## config.mk

```make
export PLATFORM = sky130hd
export DESIGN_NAME = pmbus_tlm_sched_flat
export DESIGN_NICKNAME = d
export VERILOG_FILES = /design/src/rtl/pmbus_tlm_sched_if.sv /design/src/rtl/pmbus_tlm_sched.sv /design/src/flat_wrapper.sv
export SDC_FILE = /design/constraint.sdc
export NUM_CORES = 1
export LEC_CHECK = 0
export CAP_MARGIN = 20
export CORE_UTILIZATION = 55
export DETAILED_ROUTE_END_ITERATION = 8
export PLACE_DENSITY = 0.82
export SETUP_SLACK_MARGIN = 0.3
export SLEW_MARGIN = 10
export SYNTH_ARGS = -nofsm -noshare
export SYNTH_HDL_FRONTEND = slang
export SYNTH_SLANG_ARGS = --single-unit
```

## constraint.sdc

```tcl
create_clock -name clk -period 5.4 [get_ports clk]
set_clock_uncertainty 0.1 [all_clocks]
set_input_delay 0.54 -clock clk [delete_from_list [all_inputs] [get_ports clk]]
set_output_delay 0.54 -clock clk [all_outputs]
set_load 0.005 [all_outputs]
```

## src/rtl/pmbus_tlm_sched_if.sv

```systemverilog
// -----------------------------------------------------------------------------
// pmbus_tlm_sched_if
// Bundles the telemetry scheduler's control, ADC handshake and published
// telemetry signals.
//   slave  modport : the scheduler side (pmbus_tlm_sched)
//   master modport : whoever drives EN/dbusy/err_clr and answers the ADC
// Signals:
//   EN        sweep enable
//   dbusy     PMBus transaction in progress (freezes publishing)
//   adc_ack   ADC conversion done, adc_data valid in the same cycle
//   adc_data  ADC conversion result
//   err_clr   clears adc_err
//   adc_req   conversion request
//   adc_ch    channel being converted (0=vout 1=iout 2=tmp 3=vin)
//   vout/iout/tmp/vin  published telemetry
//   valid     one-cycle publish pulse
//   adc_err   sticky ADC timeout flag
// -----------------------------------------------------------------------------
interface pmbus_tlm_sched_if;
  logic       EN;
  logic       dbusy;
  logic       adc_ack;
  logic [7:0] adc_data;
  logic       err_clr;
  logic       adc_req;
  logic [1:0] adc_ch;
  logic [7:0] vout;
  logic [7:0] iout;
  logic [7:0] tmp;
  logic [7:0] vin;
  logic       valid;
  logic       adc_err;

  modport slave (
    input  EN, dbusy, adc_ack, adc_data, err_clr,
    output adc_req, adc_ch, vout, iout, tmp, vin, valid, adc_err
  );

  modport master (
    output EN, dbusy, adc_ack, adc_data, err_clr,
    input  adc_req, adc_ch, vout, iout, tmp, vin, valid, adc_err
  );
endinterface

```

## src/rtl/pmbus_tlm_sched.sv

```systemverilog
// -----------------------------------------------------------------------------
// pmbus_tlm_sched
// Periodic PMBus telemetry scheduler. Sweeps four ADC channels
// (vout, iout, tmp, vin) into shadow registers, then publishes all four at
// once when the PMBus side is not busy, waits PERIOD cycles and repeats.
// A channel whose request is not acknowledged within TIMEOUT cycles is
// skipped (shadow keeps its old value) and flags the sticky adc_err.
// Ports:
//   clk  sole clock, rising edge
//   rst  synchronous active-low reset
//   bus  pmbus_tlm_sched_if.slave (control, ADC handshake, telemetry)
// -----------------------------------------------------------------------------
module pmbus_tlm_sched #(
  parameter int unsigned PERIOD  = 1000,  // 1..65535
  parameter int unsigned TIMEOUT = 255    // 1..255
) (
  input  logic                  clk,
  input  logic                  rst,
  pmbus_tlm_sched_if.slave      bus
);

  localparam logic [2:0] S_IDLE    = 3'd0;
  localparam logic [2:0] S_REQ     = 3'd1;
  localparam logic [2:0] S_NEXT    = 3'd2;
  localparam logic [2:0] S_PUBLISH = 3'd3;
  localparam logic [2:0] S_WAIT    = 3'd4;

  localparam logic [15:0] PERIOD_LAST  = 16'(PERIOD - 1);
  localparam logic [7:0]  TIMEOUT_LAST = 8'(TIMEOUT - 1);

  logic [2:0]  state_q,   state_d;
  logic [1:0]  chan_q,    chan_d;
  logic [7:0]  shadow_q [4];
  logic [7:0]  shadow_d [4];
  logic [7:0]  pub_q    [4];
  logic [7:0]  pub_d    [4];
  logic [7:0]  tcnt_q,    tcnt_d;
  logic [15:0] pcnt_q,    pcnt_d;
  logic        adc_req_q, adc_req_d;
  logic [1:0]  adc_ch_q,  adc_ch_d;
  logic        valid_q,   valid_d;
  logic        err_q,     err_d;
  logic        timeout;

  always_comb begin
    state_d  = state_q;
    chan_d   = chan_q;
    tcnt_d   = tcnt_q;
    pcnt_d   = pcnt_q;
    valid_d  = 1'b0;
    timeout  = 1'b0;
    for (int i = 0; i < 4; i++) begin
      shadow_d[i] = shadow_q[i];
      pub_d[i]    = pub_q[i];
    end

    // Dropping EN aborts from any state; nothing captured or published.
    if (!bus.EN) begin
      state_d = S_IDLE;
    end else begin
      case (state_q)
        S_IDLE: begin
          state_d = S_REQ;
          chan_d  = 2'd0;
          tcnt_d  = 8'd0;
        end
        S_REQ: begin
          if (bus.adc_ack || (tcnt_q == TIMEOUT_LAST)) begin
            // Ack and timeout leave REQ the same way; only ack captures.
            if (bus.adc_ack) begin
              shadow_d[chan_q] = bus.adc_data;
            end else begin
              timeout = 1'b1;
            end
            state_d = (chan_q == 2'd3) ? S_PUBLISH : S_NEXT;
            tcnt_d  = 8'd0;
          end else begin
            tcnt_d = tcnt_q + 8'd1;
          end
        end
        S_NEXT: begin
          chan_d  = chan_q + 2'd1;
          tcnt_d  = 8'd0;
          state_d = S_REQ;
        end
        S_PUBLISH: begin
          if (!bus.dbusy) begin
            for (int i = 0; i < 4; i++) begin
              pub_d[i] = shadow_q[i];
            end
            valid_d = 1'b1;
            pcnt_d  = 16'd0;
            state_d = S_WAIT;
          end
        end
        S_WAIT: begin
          if (pcnt_q == PERIOD_LAST) begin
            state_d = S_REQ;
            chan_d  = 2'd0;
            tcnt_d  = 8'd0;
          end else begin
            pcnt_d = pcnt_q + 16'd1;
          end
        end
        default: state_d = S_IDLE;
      endcase
    end

    // Request and channel are registered from the next state so they line up
    // with the cycles the FSM actually spends in REQ.
    adc_req_d = (state_d == S_REQ);
    adc_ch_d  = (state_d == S_REQ) ? chan_d : adc_ch_q;

    // A timeout in the same cycle as err_clr keeps the flag set.
    if (timeout) begin
      err_d = 1'b1;
    end else if (bus.err_clr) begin
      err_d = 1'b0;
    end else begin
      err_d = err_q;
    end
  end

  always_ff @(posedge clk) begin
    if (!rst) begin
      state_q   <= S_IDLE;
      chan_q    <= 2'd0;
      tcnt_q    <= 8'd0;
      pcnt_q    <= 16'd0;
      adc_req_q <= 1'b0;
      adc_ch_q  <= 2'd0;
      valid_q   <= 1'b0;
      err_q     <= 1'b0;
      for (int i = 0; i < 4; i++) begin
        shadow_q[i] <= 8'd0;
        pub_q[i]    <= 8'd0;
      end
    end else begin
      state_q   <= state_d;
      chan_q    <= chan_d;
      tcnt_q    <= tcnt_d;
      pcnt_q    <= pcnt_d;
      adc_req_q <= adc_req_d;
      adc_ch_q  <= adc_ch_d;
      valid_q   <= valid_d;
      err_q     <= err_d;
      for (int i = 0; i < 4; i++) begin
        shadow_q[i] <= shadow_d[i];
        pub_q[i]    <= pub_d[i];
      end
    end
  end

  assign bus.adc_req = adc_req_q;
  assign bus.adc_ch  = adc_ch_q;
  assign bus.vout    = pub_q[0];
  assign bus.iout    = pub_q[1];
  assign bus.tmp     = pub_q[2];
  assign bus.vin     = pub_q[3];
  assign bus.valid   = valid_q;
  assign bus.adc_err = err_q;

endmodule

```

## src/flat_wrapper.sv

```systemverilog
// flat-port wrapper written by rule: the top's interface ports become plain ports
module pmbus_tlm_sched_flat 
#(
  parameter int unsigned PERIOD  = 1000,             
  parameter int unsigned TIMEOUT = 255             
)
  (clk, rst, bus_EN, bus_dbusy, bus_adc_ack, bus_adc_data, bus_err_clr, bus_adc_req, bus_adc_ch, bus_vout, bus_iout, bus_tmp, bus_vin, bus_valid, bus_adc_err);
  pmbus_tlm_sched_if bus_i ();
  input  logic clk;
  input  logic rst;
  input wire logic [$bits(bus_i.EN)-1:0] bus_EN;
  input wire logic [$bits(bus_i.dbusy)-1:0] bus_dbusy;
  input wire logic [$bits(bus_i.adc_ack)-1:0] bus_adc_ack;
  input wire logic [$bits(bus_i.adc_data)-1:0] bus_adc_data;
  input wire logic [$bits(bus_i.err_clr)-1:0] bus_err_clr;
  output wire logic [$bits(bus_i.adc_req)-1:0] bus_adc_req;
  output wire logic [$bits(bus_i.adc_ch)-1:0] bus_adc_ch;
  output wire logic [$bits(bus_i.vout)-1:0] bus_vout;
  output wire logic [$bits(bus_i.iout)-1:0] bus_iout;
  output wire logic [$bits(bus_i.tmp)-1:0] bus_tmp;
  output wire logic [$bits(bus_i.vin)-1:0] bus_vin;
  output wire logic [$bits(bus_i.valid)-1:0] bus_valid;
  output wire logic [$bits(bus_i.adc_err)-1:0] bus_adc_err;
  assign bus_i.EN = bus_EN;
  assign bus_i.dbusy = bus_dbusy;
  assign bus_i.adc_ack = bus_adc_ack;
  assign bus_i.adc_data = bus_adc_data;
  assign bus_i.err_clr = bus_err_clr;
  assign bus_adc_req = bus_i.adc_req;
  assign bus_adc_ch = bus_i.adc_ch;
  assign bus_vout = bus_i.vout;
  assign bus_iout = bus_i.iout;
  assign bus_tmp = bus_i.tmp;
  assign bus_vin = bus_i.vin;
  assign bus_valid = bus_i.valid;
  assign bus_adc_err = bus_i.adc_err;
  pmbus_tlm_sched #(.PERIOD(PERIOD), .TIMEOUT(TIMEOUT)) u_core (.clk(clk), .rst(rst), .bus(bus_i));
endmodule
```

---- After elaboration in Yosys (flattened, before gate mapping) ----
Memory sizes are Yosys's and may differ from the RTL's.
Cells that the tools add are included.
storage, ports and cells
  bits in registers ....................... 34
  bits in writable memories ............... 64
  input port bits ......................... 14
  output and inout port bits .............. 37
  word-level logic and storage cells ...... 87
  memories ................................ 2
operators by class
  $add $sub $neg .......................... 3
  magnitude comparators ................... 2
  equal/unequal tests ..................... 11
  multiplexer cells ....................... 42
  bitwise gates (word level) .............. 9
  reductions and logical operators ........ 10
memories
  name             depth  bits a word  read ports  clocked after Yosys merged registers in  write ports  line                   text
  u_core.pub_q     4      8            4           0                                        4            pmbus_tlm_sched.sv:35  logic [7:0] pub_q [4];
  u_core.shadow_q  4      8            4           0                                        4            pmbus_tlm_sched.sv:33  logic [7:0] shadow_q [4];
operator list
  cell                   number
  $mux 32                7
  $mux 8                 11
  $bwmux 32              1
  $mux 16                2
  $pmux 16 s2            1
  $pmux 8 s3             1
  $add 16x1->16 const B  1
  $demux 8 s2            1
  $eq 16x10->1 const B   1
  $mux 3                 4
  $pmux 3 s4             1
  $mux 1                 10
  $add 8x1->8 const B    1
  $eq 8x8->1 const B     1
  $or 1x1->1             8
  $eq 3x1->1 const B     2
  $eq 3x2->1 const B     2
  $pmux 2 s3             1
  $reduce_and 3->1       2
  $mux 2                 2
  $ne 2x2->1 const B     2
  $reduce_and 4->1       1
  $reduce_bool 2->1      2
  $eq 3x3->1 const B     1
  11 further kinds       11

---- Depth between registers and ports, before layout ----
Gate-level depths: netlist (run 1).
  depth in word-level cells ............... 11
  depth in mapped cells ................... 9
  mapped depth without buffers ............ 7

---- Least setup slack after synthesis (run 1) ----
No wires, ideal clock.
  path type ............................... input to register
  start point ............................. in bus_EN
  end point ............................... reg u_core.pcnt_q[10]
  setup time .............................. 0.070 ns
  arrival ................................. 2.163 ns
  slack ................................... 3.067 ns
  stages .................................. 8
  buffers on the path ..................... 3
  cells stage by stage .................... buf_4 nand3b_1 or2_0 buf_2 o21a_1 clkbuf_1 or4_2 a21oi_1
on the way
  cells in the longest elaborated chain, start to end .. 1
RTL lines
  element                            line                    text
  from (decl)                        flat_wrapper.sv:11      input wire logic [$bits(bus_i.EN)-1:0] bus_EN;
  $reduce_and 4->1 (no source line)  --
  to (signal assigned)               pmbus_tlm_sched.sv:142  pcnt_q <= pcnt_d;
  to (decl)                          pmbus_tlm_sched.sv:38   logic [15:0] pcnt_q, pcnt_d;
No other way between the ends.
A chain may end at the register's enable or synchronous reset.

---- Final worst setup path (run 1) ----
Same ends and word-level chain as after synthesis.

==> flow_summary.toml, run 1 <==
[worst_setup_path]
cp-start-kind = "input pin"
end_kind = "register"
reg2reg_slack_ns = 2.63
rr_worst_depth = 6
crit_end = "u_core.pcnt_q[10]"
cp_max_fo = 36
worstSetupPathType = "in2reg"
reg2reg_to = "u_core.bus.adc_ch[0]"
startpoint = "bus_EN"
required_ns = 5.58
worstPathArrival_ns = 3.25
timing.rr.start = "u_core.state_q[2]"

[drt]
routed_wl_um = 8920
wl_met1_um = 4270
first_iter_violations = 189
wl_met3_um = 369
wl_met2_um = 4130
dr.pass1.iters = 7
vias_per_cell = 5.72
drc_errors = 0
top_layer = "met4"
wire_per_inst_um = 14.1
ant_nets = 0
vias = 3615

[job]
max-cap-violations = 0

[sta]
final-hold-violation-count = 0
fmax_mhz = 326
finalWorstSetupSlack_ns = 2.34
rsz0062_at_grt = "false"
fin_crit_ns = 3.06
tns_ns = 0
fin_crit_sh_pct = 56.7
drv_slew = 0
slew_headroom_pct = 43.3
max_slew.worst_pin.slew_ns = 0.850
setup_violations = 0

[synth]
synthCells = 496
synth_edf_count = 0
ys_seq_elements = 98
syn-num-nets = 517
yosysWarnings = 0
synth_ff_type = "dfxtp_1"
avgSynthCellArea_um2 = 8.19
synth_area_mm2 = 0.00406
async_flop_share_pct = 0
synth_cell_types = 48
ys_seq_area_share_pct = 48.3

[layout]
regArea_mm2 = 0.00196
num-fill-cells = 586
final_cell_mix = "112 x nand2_1, 98 x dfxtp_1, 87 x a21oi_1"
multi_input_area_mm2 = 0.00192
drive_gt1_share_pct = 6.53
nets = 552
fin_cells = 632
syn_to_final_growth_pct = 18.0
mostFrequentLayoutCell = "nand2_1"
diodes = 0

[placed_design]
io_buffer_count = 50
dp_cells = 616
dp_hpwl_um = 5960
gp_congestion = 0.849
dpl_worst_slack_ns = 2.00

[floorplanning]
design.core.area_mm2 = 0.00698
die-area_mm2 = 0.00773
num_rows = 30
die_h_um = 87.9
die_w_um = 87.9
ios = 51
initial_core_util_pct = 58.2

[cts]
clk_latency_ns = 0.36
cts_resized = 0
path_clk_slew_ns = 0.10
cts.sinks = 98
clock-root-buffer = "clkbuf_8"
cts_tree = "yes"
numCtsBuffers = 9
clockBufferDepth = 2
cts_hold_buf = 0
htreeDepth = 3
post_cts_buffers = 0

[grt]
grt_pass1_vias = 3228
antenna_found_initial = 0
overflow = 0
grt_max_degree = 68
grt_use_total_pct = 24.4
grt_pass1_wl_um = 14700

[status]
status = "complete, no violations"

[pwr]
p_per_area_mw_per_mm2 = 265
peakVddDrop_uv = 133
p_leak_nw = 1.49
fin_total_pwr_w = 0.00127

[worst_hold_path]
hold_path_class = "reg2reg"
==> area by class of cell <==
class | instances | area share [%]
Sequential cell | 98 | 40.9
Multi-Input combinational cell | 356 | 40.0
Timing Repair Buffer | 54 | 11.2
Clock buffer | 10 | 2.87
Tap cell | 96 | 2.51
Clock inverter | 6 | 1.49
Inverter | 12 | 0.940
==> where the power goes <==
part           leakage, nW  total [W]  switching (W)  internal [W]
Clock               0.0995   0.000494       0.000263      0.000231
Combinational        0.604  0.0000468      0.0000297     0.0000171
Sequential           0.790   0.000727     0.00000255      0.000725
==> layer usage <==
layer | GRT usage (%) | up-vias
met2 | 39.1 | 102
met4 | 9.69 | 0
li1 | - | 1811
met5 | 0 | -
met1 | 33.3 | 1684
met3 | 3.58 | 18
==> worst min path at each step <==
stage	from	endpoint	depth (start not counted)	slack, ns
2_1_floorplan	u_core.shadow_q[0][0]	u_core.pub_q[0][0]	2	0.33
4_1_cts	u_core.shadow_q[0][23]	u_core.pub_q[0][23]	2	0.36
3_3_place_gp	u_core.shadow_q[0][31]	u_core.pub_q[0][31]	2	0.34
6_report	u_core.shadow_q[0][23]	u_core.pub_q[0][23]	2	0.36
3_5_place_dp	u_core.shadow_q[0][31]	u_core.pub_q[0][31]	2	0.34
5_1_grt	u_core.shadow_q[0][2]	u_core.shadow_q[0][2]	2	0.38
==> through the flow <==
| step | hold WS, ns | instance area (um2) | utilization (%) |
|---|---|---|---|
| global route | 0.378 | 4790 | 68.6 |
| floorplan | 0.332 | 4060 | - |
| CTS | 0.360 | 4790 | 68.6 |
| detailed placement | 0.345 | 4580 | 65.6 |
| global placement | 0.338 | 4570 | 65.4 |
| finish | 0.358 | 4790 | 68.6 |
==> flip-flops by register name, summed over array words and instances, names as in the netlist, 2 cells and up <==
name / count
u_core.bus.adc_ch: 2
u_core.chan_q: 2
u_core.pcnt_q: 16
u_core.pub_q: 32
u_core.shadow_q: 32
u_core.state_q: 3
u_core.tcnt_q: 8
==> cells by family (layout without fill, tap and decap cells) <==
group	count (synthesis)	after routing	synth area share, %
xor gates and xnor gates	2	2	0.431
and+or+nand+nor	221	221	26.2
AOI/OAI and AO/OA	121	121	16.9
muxes	4	4	1.05
adders and majority gates	8	8	2.40
DFF	98	98	48.3
buffers and inverters	42	82	4.68
==> worst max-delay path: stages <==
cell and delay, ns:
clkdlybuf4s50_1 0.64, nand3b_1 0.22, or2_1 0.27, buf_4 0.25
o21a_1 0.45, or4_2 0.72, a21oi_1 0.14
==> synthesized netlist by cell type (all sizes together), types with 2 or more instances <==
library cell / number / area share [%]
a21oi: 88 / 11
and2: 3 / 0.46
and3: 5 / 0.80
and4: 2 / 0.43
buf: 7 / 1.4
clkbuf: 23 / 2.1
dfxtp: 98 / 48
ha: 7 / 2.2
inv: 11 / 1.0
mux2: 2 / 0.55
mux2i: 2 / 0.49
nand2: 112 / 10
nand3: 47 / 5.8
nand3b: 3 / 0.55
nand4: 4 / 0.77
nor2: 12 / 1.1
nor3: 4 / 0.49
nor4: 3 / 0.62
o211ai: 2 / 0.49
o21ai: 11 / 1.4
o311ai: 2 / 0.62
o31ai: 11 / 2.0
o41ai: 2 / 0.43
or2: 2 / 0.31
or3: 8 / 1.2
or4: 14 / 2.9
xnor2: 2 / 0.43
(Power assumes the default switching activity.)
==> run 2: changes to the inputs <==
CORE_UTILIZATION = 50   (was 55)
PLACE_DENSITY = 0.79   (was 0.82)
clock period = 2.58 ns   (was 5.4 ns; I/O delays follow)
==> run 2 against run 1 <==
Sequential power grew 110%. Non-clock buffer count grew 13. Critical path depth shrank 2. Critical path type is now reg2reg. Combinational power grew 140%. Largest cell class unchanged. Highest routed layer unchanged.
==> flow_summary.toml, run 2 (synthesized netlist as in run 1, its figures left out) <==
[status]
status = "complete, no violations"

[cts]
numCtsBuffers = 9
cts_hold_buf = 0
cts_tree = "yes"
cts.sinks = 98
path_clk_slew_ns = 0.09
clockBufferDepth = 2
clock-root-buffer = "clkbuf_8"
clk_latency_ns = 0.35
htreeDepth = 3

[placed_design]
io_buffer_count = 50
dp_hpwl_um = 6100
dp_cells = 629
gp_congestion = 0.814

[sta]
max_slew.worst_pin.slew_ns = 0.661
fin_crit_ns = 2.32
setup_violations = 0
final-hold-violation-count = 0
drv_slew = 0
rsz0062_at_grt = "true"
holdWs_ns = 0.357
tns_ns = 0
fin_crit_sh_pct = 89.9
slew_headroom_pct = 55.5
fmax_mhz = 431

[layout]
fin_cells = 650
reg_top3 = "u_core.pub_q x32, u_core.shadow_q x32, u_core.pcnt_q x16"
nets = 565
diodes = 0
syn_to_final_growth_pct = 22.4
mostFrequentLayoutCell = "nand2_1"
drive_gt1_share_pct = 10.0
final_cell_mix = "112 x nand2_1, 94 x dfxtp_1, 87 x a21oi_1"

[pwr]
p_per_area_mw_per_mm2 = 543
fin_total_pwr_w = 0.00270
peakVddDrop_uv = 316
p_leak_nw = 1.57

[grt]
overflow = 0
grt_use_total_pct = 22.1
grt_max_degree = 36
antenna_found_initial = 0
grt_pass1_wl_um = 15200
grt_pass1_vias = 3372

[job]
max-cap-violations = 0

[worst_setup_path]
crit_chain = "or4_4 -> or4_4 -> a21oi_2 -> nand4_2 -> mux2_4"
worstPathArrival_ns = 2.47
critPathTopFamily = "simple AND/OR/NAND/NOR gates"
cpPeakStageDelay_ns = 0.57
worstPathBufferInverterCount = 0
cp_max_fo = 3
required_ns = 2.73
critPathSlowestCell = "or4_4"
worstSetupPathType = "reg2reg"
cp-start-kind = "register"
end_kind = "register"
critPathMostFrequentCell = "or4_4"

[floorplanning]
die_w_um = 92.1
ios = 51
design.core.area_mm2 = 0.00781
die-area_mm2 = 0.00849
num_rows = 32
initial_core_util_pct = 52.0
die_h_um = 92.1

[drt]
routed_wl_um = 9280
drc_errors = 0
first_iter_violations = 150
dr.pass1.iters = 7
ant_nets = 0
vias = 3686
wire_per_inst_um = 14.3
vias_per_cell = 5.67

[worst_hold_path]
hold_path_class = "reg2reg"
-- run 2: changes by cell type in the layout (fill, tap and decap cells not counted), moves of 2 or more --
cell | before | now
mux2_4 | 0 | 2
buf_4 | 3 | 13
dfxtp_2 | 0 | 4
mux2_1 | 2 | 0
nor4_4 | 0 | 2
inv_6 | 2 | 0
dfxtp_1 | 98 | 94
buf_12 | 0 | 2
-- run 2: cell type report --
class / instances / area, um2
repair buffers: 67 / 654
flip-flops and latches: 98 / 1970
clock buffers: 9 / 124
fillers: 672 / 2830
clock inverters: 6 / 92.6
well taps: 102 / 128
inverters: 12 / 45.0
multi-input cells: 356 / 1960
-- run 2: power by group --
part / total [W] / switching, W / internal (W)
combinational: 0.000110 / 0.0000661 / 0.0000436
clock: 0.00107 / 0.000524 / 0.000544
sequential: 0.00152 / 0.00000535 / 0.00152
total: 0.00270 / 0.000595 / 0.00210
-- run 2: what timing repair did --
item,CTS,global route
setup endpoints to repair,8,4
gates resized for setup,10,2
pin swaps,7,6
setup buffers,3,3
gates cloned,0,0
-- run 2: tightest hold or removal path, delay by kind of cell, from the launching register on --
kind	cells	cell delay [ns]
AND/OR/NAND/NOR	1	0.05
AO/OA/AOI/OAI	1	0.05
flip-flops	1	0.32
-- run 2: final timing paths --
path,startpoint,to,slack (ns),cells past startpoint
hold / removal,u_core.pub_q[0][12],u_core.pub_q[0][12],0.36,2
setup / recovery,u_core.pcnt_q[12],u_core.bus.adc_ch[0],0.26,5
hold reg to reg,u_core.pub_q[0][12],u_core.pub_q[0][12],0.36,2
setup reg to reg,u_core.pcnt_q[12],u_core.bus.adc_ch[0],0.26,5
-- run 2: through the flow --
stage               instance area (um2)  utilization (%)  setup slack, ns
floorplan                          4060                -            0.362
global placement                   4650             59.5            0.210
detailed placement                 4650             59.5            0.110
CTS                                4940             63.2            0.279
global route                       4970             63.7            0.232
finish                             4970             63.7            0.261
-- run 2: routing by layer --
layer / up-vias / track usage [%] / routed length [um]
met3: 14 / 4.64 / 458
met4: 0 / 6.64 / 133
li1: 1833 / - / -
met5: - / 0 / 0
met1: 1740 / 28.9 / 4230
met2: 99 / 36.4 / 4460
==> run 3: changes to the inputs <==
ABC_CLOCK_PERIOD_IN_PS = 2580   (was not set)
CAP_MARGIN = not set   (was 20)
PLACE_DENSITY = 0.85   (was 0.79)
==> run 3 against run 2 <==
Sequential share of layout area increased by 0.48 points. Setup slack improved by 0.037 ns. Core utilization decreased by 0.69 points. Clock-buffer cell count increased by 1. Global-route usage increased by 0.97 points. Non-clock buffer count decreased by 3. Critical path type unchanged. Critical path depth unchanged. Register-to-register slack improved by 0.04 ns. Die area unchanged.
==> flow_summary.toml, run 3 (synthesized netlist as in run 1, its figures left out) <==
[floorplanning]
ios = 51
die_w_um = 92.1
design.core.area_mm2 = 0.00781
initial_core_util_pct = 52.0
num_rows = 32
die-area_mm2 = 0.00849
die_h_um = 92.1

[drt]
wl_met2_um = 4790
vias = 3739
wl_met1_um = 4130
routed_wl_um = 9550
wire_per_inst_um = 14.7
wl_met3_um = 380
vias_per_cell = 5.77
drc_errors = 0
top_layer = "met4"
first_iter_violations = 302
dr.pass1.iters = 5
ant_nets = 0

[worst_hold_path]
whs_endpoint = "u_core.pub_q[0][5]"
holdCritStartpoint = "u_core.pub_q[0][5]"
min_path_cells = 2
hold_path_class = "reg2reg"

[worst_setup_path]
reg2reg_slack_ns = 0.30
cpPeakStageDelay_ns = 0.58
rr_worst_depth = 5
timing.rr.start = "u_core.pcnt_q[12]"
required_ns = 2.73
critPathMostFrequentCell = "or4_4"
reg2reg_to = "u_core.bus.adc_ch[0]"
worstSetupPathType = "reg2reg"
crit_chain = "or4_4 -> or4_4 -> a21oi_4 -> nand4_2 -> mux2_1"
end_kind = "register"
cp-start-kind = "register"
cp_max_fo = 4
worstPathArrival_ns = 2.43
critPathSlowestCell = "or4_4"

[cts]
numCtsBuffers = 9
path_clk_slew_ns = 0.09
clock-root-buffer = "clkbuf_8"
htreeDepth = 3
cts.sinks = 98
clockBufferDepth = 2
cts_tree = "yes"
cts_hold_buf = 0
clk_latency_ns = 0.36

[sta]
max_slew.worst_pin.slew_ns = 0.715
fmax_mhz = 438
final-hold-violation-count = 0
drv_slew = 0
fin_crit_sh_pct = 88.4
rsz0062_at_grt = "true"
setup_violations = 0
slew_headroom_pct = 51.8
fin_crit_ns = 2.28
holdWs_ns = 0.356
tns_ns = 0

[grt]
antenna_found_initial = 0
grt_max_degree = 37
grt_use_total_pct = 23.0
grt_pass1_wl_um = 15600
overflow = 0
grt_pass1_vias = 3430

[layout]
syn_to_final_growth_pct = 21.1
mostFrequentLayoutCell = "nand2_1"
num-fill-cells = 674
final_cell_mix = "112 x nand2_1, 94 x dfxtp_1, 87 x a21oi_1"
reg_top3 = "u_core.pub_q x32, u_core.shadow_q x32, u_core.pcnt_q x16"
regArea_mm2 = 0.00197
drive_gt1_share_pct = 9.16
multi_input_area_mm2 = 0.00195
nets = 562
diodes = 0

[job]
max-cap-violations = 0

[pwr]
peakVddDrop_uv = 284
p_leak_nw = 1.54
p_per_area_mw_per_mm2 = 530

[placed_design]
gp_congestion = 0.879
io_buffer_count = 50
dp_hpwl_um = 6460

[status]
status = "complete, no violations"
==> run 3: worst max path at each step <==
stage	startpoint	end	slack, ns	depth (start not counted)
5_1_grt	u_core.state_q[1]	u_core.pcnt_q[15]	0.25	6
3_5_place_dp	u_core.pcnt_q[10]	u_core.tcnt_q[7]	0.12	5
3_3_place_gp	u_core.pcnt_q[10]	u_core.tcnt_q[7]	0.23	5
4_1_cts	u_core.pcnt_q[14]	u_core.bus.adc_ch[0]	0.29	5
6_report	u_core.pcnt_q[12]	u_core.bus.adc_ch[0]	0.30	5
2_1_floorplan	u_core.pcnt_q[10]	u_core.bus.adc_ch[0]	0.36	5
==> run 3: cell type report <==
class / instances / area share (%)
clock buffer: 10 / 2.59
clock inverter: 6 / 1.37
inverter: 12 / 0.916
multi-input combinational: 356 / 39.7
sequential: 98 / 40.0
tap: 102 / 2.59
timing repair buffer: 64 / 12.8
==> run 3: critical path: cells and delay by family (launching register included) <==
| kind | cells | cell delay [ns] |
|---|---|---|
| mux | 1 | 0.33 |
| compound gates | 1 | 0.15 |
| flops | 1 | 0.35 |
| simple gates | 3 | 1.24 |
==> run 3: report_power, final <==
group,switching [W],internal (W),total [W]
sequential,0.00000523,0.00152,0.00152
clock,0.000523,0.000450,0.000973
combinational,0.0000660,0.0000455,0.000112
==> run 3: layer usage <==
layer	vias to the layer above	global-route usage (%)
met5	-	0
met4	0	12.9
met3	25	3.15
met2	110	38.4
met1	1781	28.5
li1	1823	-
==> run 3: timing repair <==
item / in CTS / in global routing
endpoints found under the setup margin: 8 / 6
pin swaps: 7 / 0
gates resized for setup: 9 / 1
setup buffers: 4 / 0
==> run 3: through the flow <==
stage / utilization (%) / area (um2) / cells / total power, W / worst slack, ns
floorplan: - / 4060 / 496 / 0.00161 / 0.362
global placement: 59.4 / 4640 / 628 / 0.00166 / 0.232
detailed placement: 59.4 / 4640 / 628 / 0.00166 / 0.118
CTS: 62.9 / 4910 / 648 / 0.00262 / 0.293
global route: 63.0 / 4920 / 648 / 0.00269 / 0.249
finish: 63.0 / 4920 / 648 / 0.00261 / 0.298
